File: src/rtl/bc_disp_pkg.sv
// Shared display definitions for the Bulls & Cows game and its display stage.
// Holds the 6-bit display codes, the blank segment pattern and the glyph
// decode function (6-bit code -> active-low {g,f,e,d,c,b,a}).
package bc_disp_pkg;

    localparam int unsigned CODE_W     = 6;
    localparam int unsigned SEG_W      = 7;
    localparam int unsigned NUM_DIGITS = 8;
    localparam int unsigned IDX_W      = 3;

    localparam logic [CODE_W-1:0] CODE_P     = 6'h0A;
    localparam logic [CODE_W-1:0] CODE_B     = 6'h0B;
    localparam logic [CODE_W-1:0] CODE_C     = 6'h0C;
    localparam logic [CODE_W-1:0] CODE_S     = 6'h0D;
    localparam logic [CODE_W-1:0] CODE_E     = 6'h0E;
    localparam logic [CODE_W-1:0] CODE_U     = 6'h0F;
    localparam logic [CODE_W-1:0] CODE_DASH  = 6'h10;
    localparam logic [CODE_W-1:0] CODE_BLANK = 6'h3F;

    localparam logic [SEG_W-1:0] SEG_BLANK = 7'h7F;

    // Active-low segment pattern for a display code; unknown codes are blank.
    function automatic logic [SEG_W-1:0] glyph(input logic [CODE_W-1:0] code);
        logic [SEG_W-1:0] g;
        g = SEG_BLANK;
        case (code)
            6'h00:      g = 7'h40;
            6'h01:      g = 7'h79;
            6'h02:      g = 7'h24;
            6'h03:      g = 7'h30;
            6'h04:      g = 7'h19;
            6'h05:      g = 7'h12;
            6'h06:      g = 7'h02;
            6'h07:      g = 7'h78;
            6'h08:      g = 7'h00;
            6'h09:      g = 7'h10;
            CODE_P:     g = 7'h0C;
            CODE_B:     g = 7'h03;
            CODE_C:     g = 7'h27;
            CODE_S:     g = 7'h12;
            CODE_E:     g = 7'h06;
            CODE_U:     g = 7'h41;
            CODE_DASH:  g = 7'h3F;
            CODE_BLANK: g = SEG_BLANK;
            default:    g = SEG_BLANK;
        endcase
        return g;
    endfunction

endpackage

File: src/rtl/seg7_glyph_decoder.sv
// Combinational glyph decoder.
// Ports:
//   code  - 6-bit display code
//   seg_c - active-low segments {g,f,e,d,c,b,a}
module seg7_glyph_decoder
    import bc_disp_pkg::*;
(
    input  logic [CODE_W-1:0] code,
    output logic [SEG_W-1:0]  seg_c
);

    assign seg_c = glyph(code);

endmodule

File: src/rtl/seg7_scan_driver.sv
// Time-multiplexed 8-digit common-anode 7-segment driver.
// Scans position 0 (d8) through position 7 (d1), DIGIT_CYCLES clocks each,
// with DEAD_CYCLES of all-anodes-off at the start of every slot. Codes are
// snapshotted once per frame so a frame never mixes old and new values.
// While either win flag is high the anodes blink with a half-period of
// BLINK_FRAMES frames; the winner's end digit lights its decimal point.
// DIGIT_CYCLES must exceed DEAD_CYCLES.
// Ports:
//   clock, reset         - clock, synchronous active-high reset
//   d1..d8               - display codes, d1 leftmost (position 7)
//   p1_win, p2_win       - win levels from the game FSM
//   an                   - anodes, active-low, an[k] = position k
//   seg                  - segments {g,f,e,d,c,b,a}, active-low
//   dp                   - decimal point, active-low
//   frame_tick           - one-cycle pulse at each frame start
module seg7_scan_driver
    import bc_disp_pkg::*;
#(
    parameter int unsigned DIGIT_CYCLES = 100000,
    parameter int unsigned DEAD_CYCLES  = 100,
    parameter int unsigned BLINK_FRAMES = 64
) (
    input  logic              clock,
    input  logic              reset,
    input  logic [CODE_W-1:0] d1,
    input  logic [CODE_W-1:0] d2,
    input  logic [CODE_W-1:0] d3,
    input  logic [CODE_W-1:0] d4,
    input  logic [CODE_W-1:0] d5,
    input  logic [CODE_W-1:0] d6,
    input  logic [CODE_W-1:0] d7,
    input  logic [CODE_W-1:0] d8,
    input  logic              p1_win,
    input  logic              p2_win,
    output logic [7:0]        an,
    output logic [SEG_W-1:0]  seg,
    output logic              dp,
    output logic              frame_tick
);

    localparam int unsigned CNT_W   = (DIGIT_CYCLES > 1) ? $clog2(DIGIT_CYCLES) : 1;
    localparam int unsigned BLINK_W = (BLINK_FRAMES > 1) ? $clog2(BLINK_FRAMES) : 1;

    localparam logic [CNT_W-1:0]   CNT_LAST   = CNT_W'(DIGIT_CYCLES - 1);
    localparam logic [CNT_W-1:0]   CNT_DEAD   = CNT_W'(DEAD_CYCLES);
    localparam logic [BLINK_W-1:0] BLINK_LAST = BLINK_W'(BLINK_FRAMES - 1);
    localparam logic [IDX_W-1:0]   IDX_LAST   = IDX_W'(NUM_DIGITS - 1);

    logic [CNT_W-1:0]   cnt;
    logic [IDX_W-1:0]   idx;
    logic [CODE_W-1:0]  snap [NUM_DIGITS];
    logic [BLINK_W-1:0] blink_cnt;
    logic               blink_phase;

    logic               slot_end_c;
    logic               frame_end_c;
    logic               win_c;
    logic [CODE_W-1:0]  code_by_pos_c [NUM_DIGITS];
    logic [SEG_W-1:0]   seg_next_c;
    logic [7:0]         an_next_c;
    logic               dp_next_c;
    logic [BLINK_W-1:0] blink_cnt_next_c;
    logic               blink_phase_next_c;

    assign slot_end_c  = (cnt == CNT_LAST);
    assign frame_end_c = slot_end_c && (idx == IDX_LAST);
    assign win_c       = p1_win | p2_win;

    // Position k shows d(8-k): d8 is the rightmost digit.
    always_comb begin
        code_by_pos_c[0] = d8;
        code_by_pos_c[1] = d7;
        code_by_pos_c[2] = d6;
        code_by_pos_c[3] = d5;
        code_by_pos_c[4] = d4;
        code_by_pos_c[5] = d3;
        code_by_pos_c[6] = d2;
        code_by_pos_c[7] = d1;
    end

    seg7_glyph_decoder u_decoder (
        .code  (snap[idx]),
        .seg_c (seg_next_c)
    );

    // Anode and decimal point for the slot currently being scanned.
    always_comb begin
        an_next_c = 8'hFF;
        if ((cnt >= CNT_DEAD) && !blink_phase) begin
            an_next_c[idx] = 1'b0;
        end
        dp_next_c = ~(((idx == IDX_LAST) && p1_win) ||
                      ((idx == IDX_W'(0)) && p2_win));
    end

    // Blink counter advances per frame while won; clears at once otherwise.
    always_comb begin
        blink_cnt_next_c   = blink_cnt;
        blink_phase_next_c = blink_phase;
        if (!win_c) begin
            blink_cnt_next_c   = '0;
            blink_phase_next_c = 1'b0;
        end else if (frame_end_c) begin
            if (blink_cnt == BLINK_LAST) begin
                blink_cnt_next_c   = '0;
                blink_phase_next_c = ~blink_phase;
            end else begin
                blink_cnt_next_c = blink_cnt + BLINK_W'(1);
            end
        end
    end

    always_ff @(posedge clock) begin
        if (reset) begin
            cnt         <= '0;
            idx         <= '0;
            blink_cnt   <= '0;
            blink_phase <= 1'b0;
            an          <= 8'hFF;
            seg         <= SEG_BLANK;
            dp          <= 1'b1;
            frame_tick  <= 1'b0;
            for (int k = 0; k < NUM_DIGITS; k++) begin
                snap[k] <= CODE_BLANK;
            end
        end else begin
            cnt         <= slot_end_c ? '0 : cnt + CNT_W'(1);
            idx         <= slot_end_c ? idx + IDX_W'(1) : idx;
            blink_cnt   <= blink_cnt_next_c;
            blink_phase <= blink_phase_next_c;
            an          <= an_next_c;
            seg         <= seg_next_c;
            dp          <= dp_next_c;
            frame_tick  <= frame_end_c;
            if (frame_end_c) begin
                for (int k = 0; k < NUM_DIGITS; k++) begin
                    snap[k] <= code_by_pos_c[k];
                end
            end
        end
    end

endmodule
File: config.mk
export PLATFORM = sky130hd
export DESIGN_NAME = seg7_scan_driver
export DESIGN_NICKNAME = d
export VERILOG_FILES = /design/src/rtl/bc_disp_pkg.sv /design/src/rtl/seg7_glyph_decoder.sv /design/src/rtl/seg7_scan_driver.sv
export SDC_FILE = /design/constraint.sdc
export NUM_CORES = 1
export LEC_CHECK = 0
export CORE_MARGIN = 5
export CORE_UTILIZATION = 50
export DETAILED_ROUTE_END_ITERATION = 16
export DONT_BUFFER_PORTS = 1
export GPL_TIMING_DRIVEN = 0
export PLACE_DENSITY = 0.68
export SLEW_MARGIN = 20
export SYNTH_ARGS = -nofsm -noshare
export SYNTH_HDL_FRONTEND = slang
export SYNTH_SLANG_ARGS = --single-unit
File: constraint.sdc
create_clock -name clock -period 2.8 [get_ports clock]
set_input_delay 0.42 -clock clock [delete_from_list [all_inputs] [get_ports clock]]
set_output_delay 0.42 -clock clock [all_outputs]
set_load 0.05 [all_outputs]
==> results.cfg, run 1 <==
[worst_setup_path]
crit_fanout = 10
start_kind = flop
cp_top_family = compound AO/OA/AOI/OAI gates
cpMostUsedCell = nor2b_1
critPathBufInv = 1
slowest_stage = mux4_2
regToRegSetupSlack_ps = 270
critPathRequiredTime_ps = 3020
r2r_cells = 6
crit_type = flop to flop
end_kind = flop
crit_chain = buf_2 -> mux4_2 -> nor2b_1 -> a211oi_1 -> nor2b_1 -> o21ai_0
r2r_end = seg[2]
slowest_delay_ps = 530
worstPathArrival_ps = 2740

[layout]
drive_gt1_share_pct = 14.7
post-route-util_pct = 55.4
final_cell_mix = edfxtp_1 (48), dfxtp_1 (47), nor2_1 (42)
mostFrequentLayoutCell = edfxtp_1
final_area_um2 = 4530
area_growth_pct = 8.52
nets = 434

[power_and_ir_drop]
clkPwrFrac_pct = 36.6
power.density_nw_per_um2 = 541
internal_power_w = 0.00192
switching_share_pct = 21.8
seqPwrFrac_pct = 60.7
comb_power_share_pct = 2.8
switchingPower_w = 0.000533
leakage_nw = 1.42
peakVddDrop_uv = 274

[yosys]
yosysTopAreaCell = edfxtp_1
ys_seq_area_share_pct = 57.1
synth_warnings = 0
yosysTopAreaCellShare_pct = 34.6
synthTopCellsByArea = edfxtp_1 (35%), dfxtp_1 (23%), mux4_2 (6.5%), or3_1 (5.8%), ha_1 (3.9%)
synthesis.nets = 423
synth_seq_cells = 95
syn_inst = 358
synth_area_um2 = 4170
synth_cell_types = 37
synth.avg_cell_area_um2 = 11.7

[clock_network]
cts.path.max_buffers = 2
numCtsBuffers = 9
cts-root-buf = clkbuf_8
h-tree-depth = 3
cts_sinks = 95
cts.clk_slew.worst_paths_ps = 90
post_cts_buffers = 0
cts_tree = yes
insertion_delay_ps = 350

[timing]
fin_hold_ws_ps = 239
slew_headroom_pct = 56.7
tightest_slew_ps = 650
rsz0062_at_grt = no
final-max-slew-violation-count = 0
setup_viol = 0
hold_viol = 0
period_share_pct = 90.2
fmax_mhz = 396
min_period_ps = 2530
clock_skew_ps = 8.12

[routing]
vias = 2627
drtPass1Iterations = 4
antenna_left = 0
routedWlPerCell_um = 16.8
drt-vias-per-instance = 5.46
wirelength_mm = 8.08
first_iter_violations = 145
drc = 0

[global_route]
overflow = 0
track_usage_pct = 16.9
grt_pass1_vias = 2608
grt_pass1_wl_mm = 13.1
grt_antenna_before_repair = 1
grt_max_degree = 49

[die]
pin_count = 69
initial_core_util_pct = 51.0
core_area_um2 = 8180
dieArea_um2 = 10300
row_count = 33
die_width_um = 101
die_h_um = 101

[hold_path]
hold_class = input pin to flop
hold_end = snap[7][3]
hp-start = d1[3]
min_path_cells = 1

[status]
status = finished, final reports clean

[placed_design]
dp_hpwl_mm = 5.85
gp_congestion = 0.779
dpl_cell_area_um2 = 4310
port_buffers = 0

[flow_run]
cap_violations = 0
## power by group through the flow
stage,Clock (W),Sequential [W],Combinational [W]
5_1_grt,0.000971,0.00149,0.0000768
3_3_place_gp,0,0.00152,0.0000659
6_report,0.000896,0.00149,0.0000678
2_1_floorplan,0,0.00152,0.0000497
4_1_cts,0.000912,0.00149,0.0000677
3_5_place_dp,0,0.00152,0.0000667
## cell usage after synthesis (all sizes together)
master	count
or4	3
and4	2
nand2	19
o21bai	2
xor2	12
nor4	1
mux2	3
nor2	42
or3	39
a21oi	7
clkbuf	14
o311ai	1
nor3	2
nand3	19
ha	13
nor2b	2
a211o	1
mux2i	4
and2	1
o21ai	6
nand4	5
inv	11
o31ai	1
o211ai	4
buf	5
and3	6
mux4	12
a211oi	2
edfxtp	48
nand2b	3
or2	14
xnor2	7
dfxtp	47
## stage by stage
step | setup slack, ps | total power, W | TNS, ps | cells
2_1_floorplan | 297 | 0.00157 | 0 | 358
3_3_place_gp | -217 | 0.00158 | -10340 | 463
3_5_place_dp | -227 | 0.00159 | -10830 | 463
4_1_cts | 87.6 | 0.00247 | 0 | 479
5_1_grt | 29.3 | 0.00254 | 0 | 480
6_report | 273 | 0.00245 | 0 | 481
## registers in the layout, indices dropped and copies added, names as in the netlist, named ones only
signal and count:
snap 48, cnt 17, an 8, seg 7
blink_cnt 6, idx 3, blink_phase 1, dp 1
frame_tick 1
## layer usage
layer	GRT usage [%]	vias up	part of all wire (%)
met4	6.65	0	1.9
li1	-	1301	-
met5	0	-	0
met1	23.1	1244	45
met3	3.72	11	5.8
met2	26.3	71	48
## logic make-up (layout without fill, tap and decap cells)
logic type / count (synthesis) / in the layout / share of synthesized area [%]
AO/OA/AOI/OAI: 24 / 24 / 3.60
adder cells (fa/ha/maj): 13 / 13 / 3.90
AND/OR/NAND/NOR: 158 / 159 / 20.3
flip-flops: 95 / 95 / 57.1
XOR/XNOR: 19 / 19 / 3.99
other: 0 / 2 / 0
multiplexers: 19 / 19 / 8.25
buffers and inverters: 30 / 45 / 2.82
## worst max-delay path by stage
stage,start,endpoint,slack (ps),cells after the start
finish,flop,seg[2],270,6
global route,flop,seg[6],30,9
CTS,cnt[0],snap[7][2],90,7
detailed placement,cnt[0],snap[7][0],-230,7
global placement,cnt[0],snap[4][0],-220,7
floorplan,cnt[5],snap[0][0],300,6
## area by class of cell
type,count,area [µm²]
Clock buffer,10,128
Multi-Input combinational cell,234,1700
Buffer,18,72.6
Clock inverter,6,70.1
Sequential cell,95,2380
Tap cell,105,131
Fill cell,688,3650
Inverter,11,41.3
Antenna cell,2,5.00
## what timing repair did
action,CTS,global route
setup endpoints to repair,48,49
hold buffers,0,0
resized for setup,1,2
pin swaps,0,0
cloned,0,1
No activity file was read; power rests on OpenSTA's default activity.
==> run 2, diff against run 1 <==
--- a/config.mk
+++ b/config.mk
@@ -11,6 +11,7 @@
 export DONT_BUFFER_PORTS = 1
 export GPL_TIMING_DRIVEN = 0
 export PLACE_DENSITY = 0.68
+export SETUP_SLACK_MARGIN = 0.3
 export SLEW_MARGIN = 20
 export SYNTH_ARGS = -nofsm -noshare
 export SYNTH_HDL_FRONTEND = slang
==> results.cfg, run 2 (synthesized netlist as in run 1, its figures left out) <==
[die]
pin_count = 69
die_h_um = 101
die_width_um = 101
core_area_um2 = 8180
dieArea_um2 = 10300
row_count = 33
initial_core_util_pct = 51.0

[worst_setup_path]
start_kind = flop
worstPathArrival_ps = 2560
end_kind = flop
crit_fanout = 10
critPathRequiredTime_ps = 2910
crit_type = flop to flop

[placed_design]
dp_hpwl_mm = 6.10
place_inst = 463
dp_slack_ps = 100
gp_congestion = 0.787
port_buffers = 0

[global_route]
use_met3_pct = 4.27
grt_pass1_wl_mm = 13.7
use_met1_pct = 24.0
use_met2_pct = 27.2
track_usage_pct = 17.7
grt_max_degree = 25
grt_pass1_vias = 2614
overflow = 0
busiest_layer = met2
grt_antenna_before_repair = 2

[timing]
clock_skew_ps = 11.6
rsz0062_at_grt = yes
setup_viol = 0
min_period_ps = 2450
final-max-slew-violation-count = 0
period_share_pct = 87.5
fmax_mhz = 408
hold_viol = 0
setup_slack_ps = 349
slew_headroom_pct = 59.8
tightest_slew_ps = 603
setup_tns_ps = 0

[power_and_ir_drop]
switching_share_pct = 23.5
comb_power_share_pct = 2.9
leakage_nw = 1.45
switchingPower_w = 0.000563
internal_power_w = 0.00183
peakVddDrop_uv = 287
clkPwrFrac_pct = 35.1
power.density_nw_per_um2 = 525
seqPwrFrac_pct = 62.0

[routing]
wirelength_mm = 8.71
drtPass1Iterations = 4
drc = 0
drt-vias-per-instance = 5.60
first_iter_violations = 80
antenna_left = 0
routedWlPerCell_um = 17.8
vias = 2733

[layout]
drive_gt1_share_pct = 16.7
layoutNonFillerInstCount = 488
largest_registers = snap: 48 flops, cnt: 17 flops, an: 8 flops
top_register = snap
multi_input_area_um2 = 1710
seq_area_um2 = 2380
fillers = 714
final_cell_mix = edfxtp_1 (48), dfxtp_1 (47), nor2_1 (42)
nets = 438
area_growth_pct = 9.42
mostFrequentLayoutCell = edfxtp_1
largest_register_ffs = 48

[clock_network]
cts-root-buf = clkbuf_8
h-tree-depth = 3
cts.clk_slew.worst_paths_ps = 100
numCtsBuffers = 9
cts.path.max_buffers = 2
cts_sinks = 95
cts_tree = yes
insertion_delay_ps = 360

[status]
status = finished, final reports clean

[hold_path]
hold_class = input pin to flop

[flow_run]
cap_violations = 0
## run 2: metal layers
layer,vias to the layer above,share of wire (%)
met4,2,2.0
met3,17,7.6
met2,83,47
met1,1317,43
met5,-,0.15
li1,1314,-
## run 2: power groups by stage
| stage | combinational (W) | clock [W] | sequential (W) |
|---|---|---|---|
| finish | 0.0000693 | 0.000840 | 0.00149 |
| global placement | 0.0000662 | 0 | 0.00152 |
| detailed placement | 0.0000676 | 0 | 0.00152 |
| CTS | 0.0000698 | 0.000865 | 0.00149 |
| global route | 0.0000768 | 0.000927 | 0.00149 |
| floorplan | 0.0000504 | 0 | 0.00152 |
## run 2: critical path, cell delays in order (launching register included)
cell and delay (ps):
dfxtp_1 360, or4_4 560, nor4_4 250, buf_4 180
nand3_2 170, clkbuf_1 300, or3_1 380
## run 2: worst paths after layout
| path | startpoint | cells after the start | slack (ps) | end |
|---|---|---|---|---|
| worst min-delay path | d1[2] | 1 | 230 | snap[7][2] |
| worst max-delay path | cnt[8] | 6 | 350 | snap[4][2] |
| worst max register to register | cnt[8] | 6 | 350 | snap[4][2] |
| worst min register to register | cnt[0] | 1 | 470 | cnt[0] |
## run 2: timing repair
| action | in CTS | in global routing |
|---|---|---|
| hold buffers | 0 | 0 |
| pin swaps | 0 | 1 |
| gates cloned | 1 | 0 |
| buffers inserted | 0 | 3 |
| resized for setup | 4 | 8 |
| endpoints found under the setup margin | 59 | 89 |
## run 2: area by class of cell
cell class / instances / area share [%]
Buffer: 19 / 1.89
Sequential cell: 95 / 52.2
Antenna cell: 5 / 0.274
Tap cell: 105 / 2.88
Clock inverter: 7 / 1.23
Inverter: 11 / 0.905
Clock buffer: 9 / 2.71
Multi-Input combinational cell: 234 / 37.4
Timing Repair Buffer: 3 / 0.493
## run 2: stage by stage
stage                     area, µm²  utilization, %  hold slack, ps  power, W
after floorplan                4180               -             430   0.00157
after global placement         4310            52.7             441   0.00158
after detailed placement       4310            52.7             453   0.00159
after CTS                      4510            55.2             210   0.00242
after global routing           4550            55.7             210   0.00249
final                          4560            55.8             226   0.00240
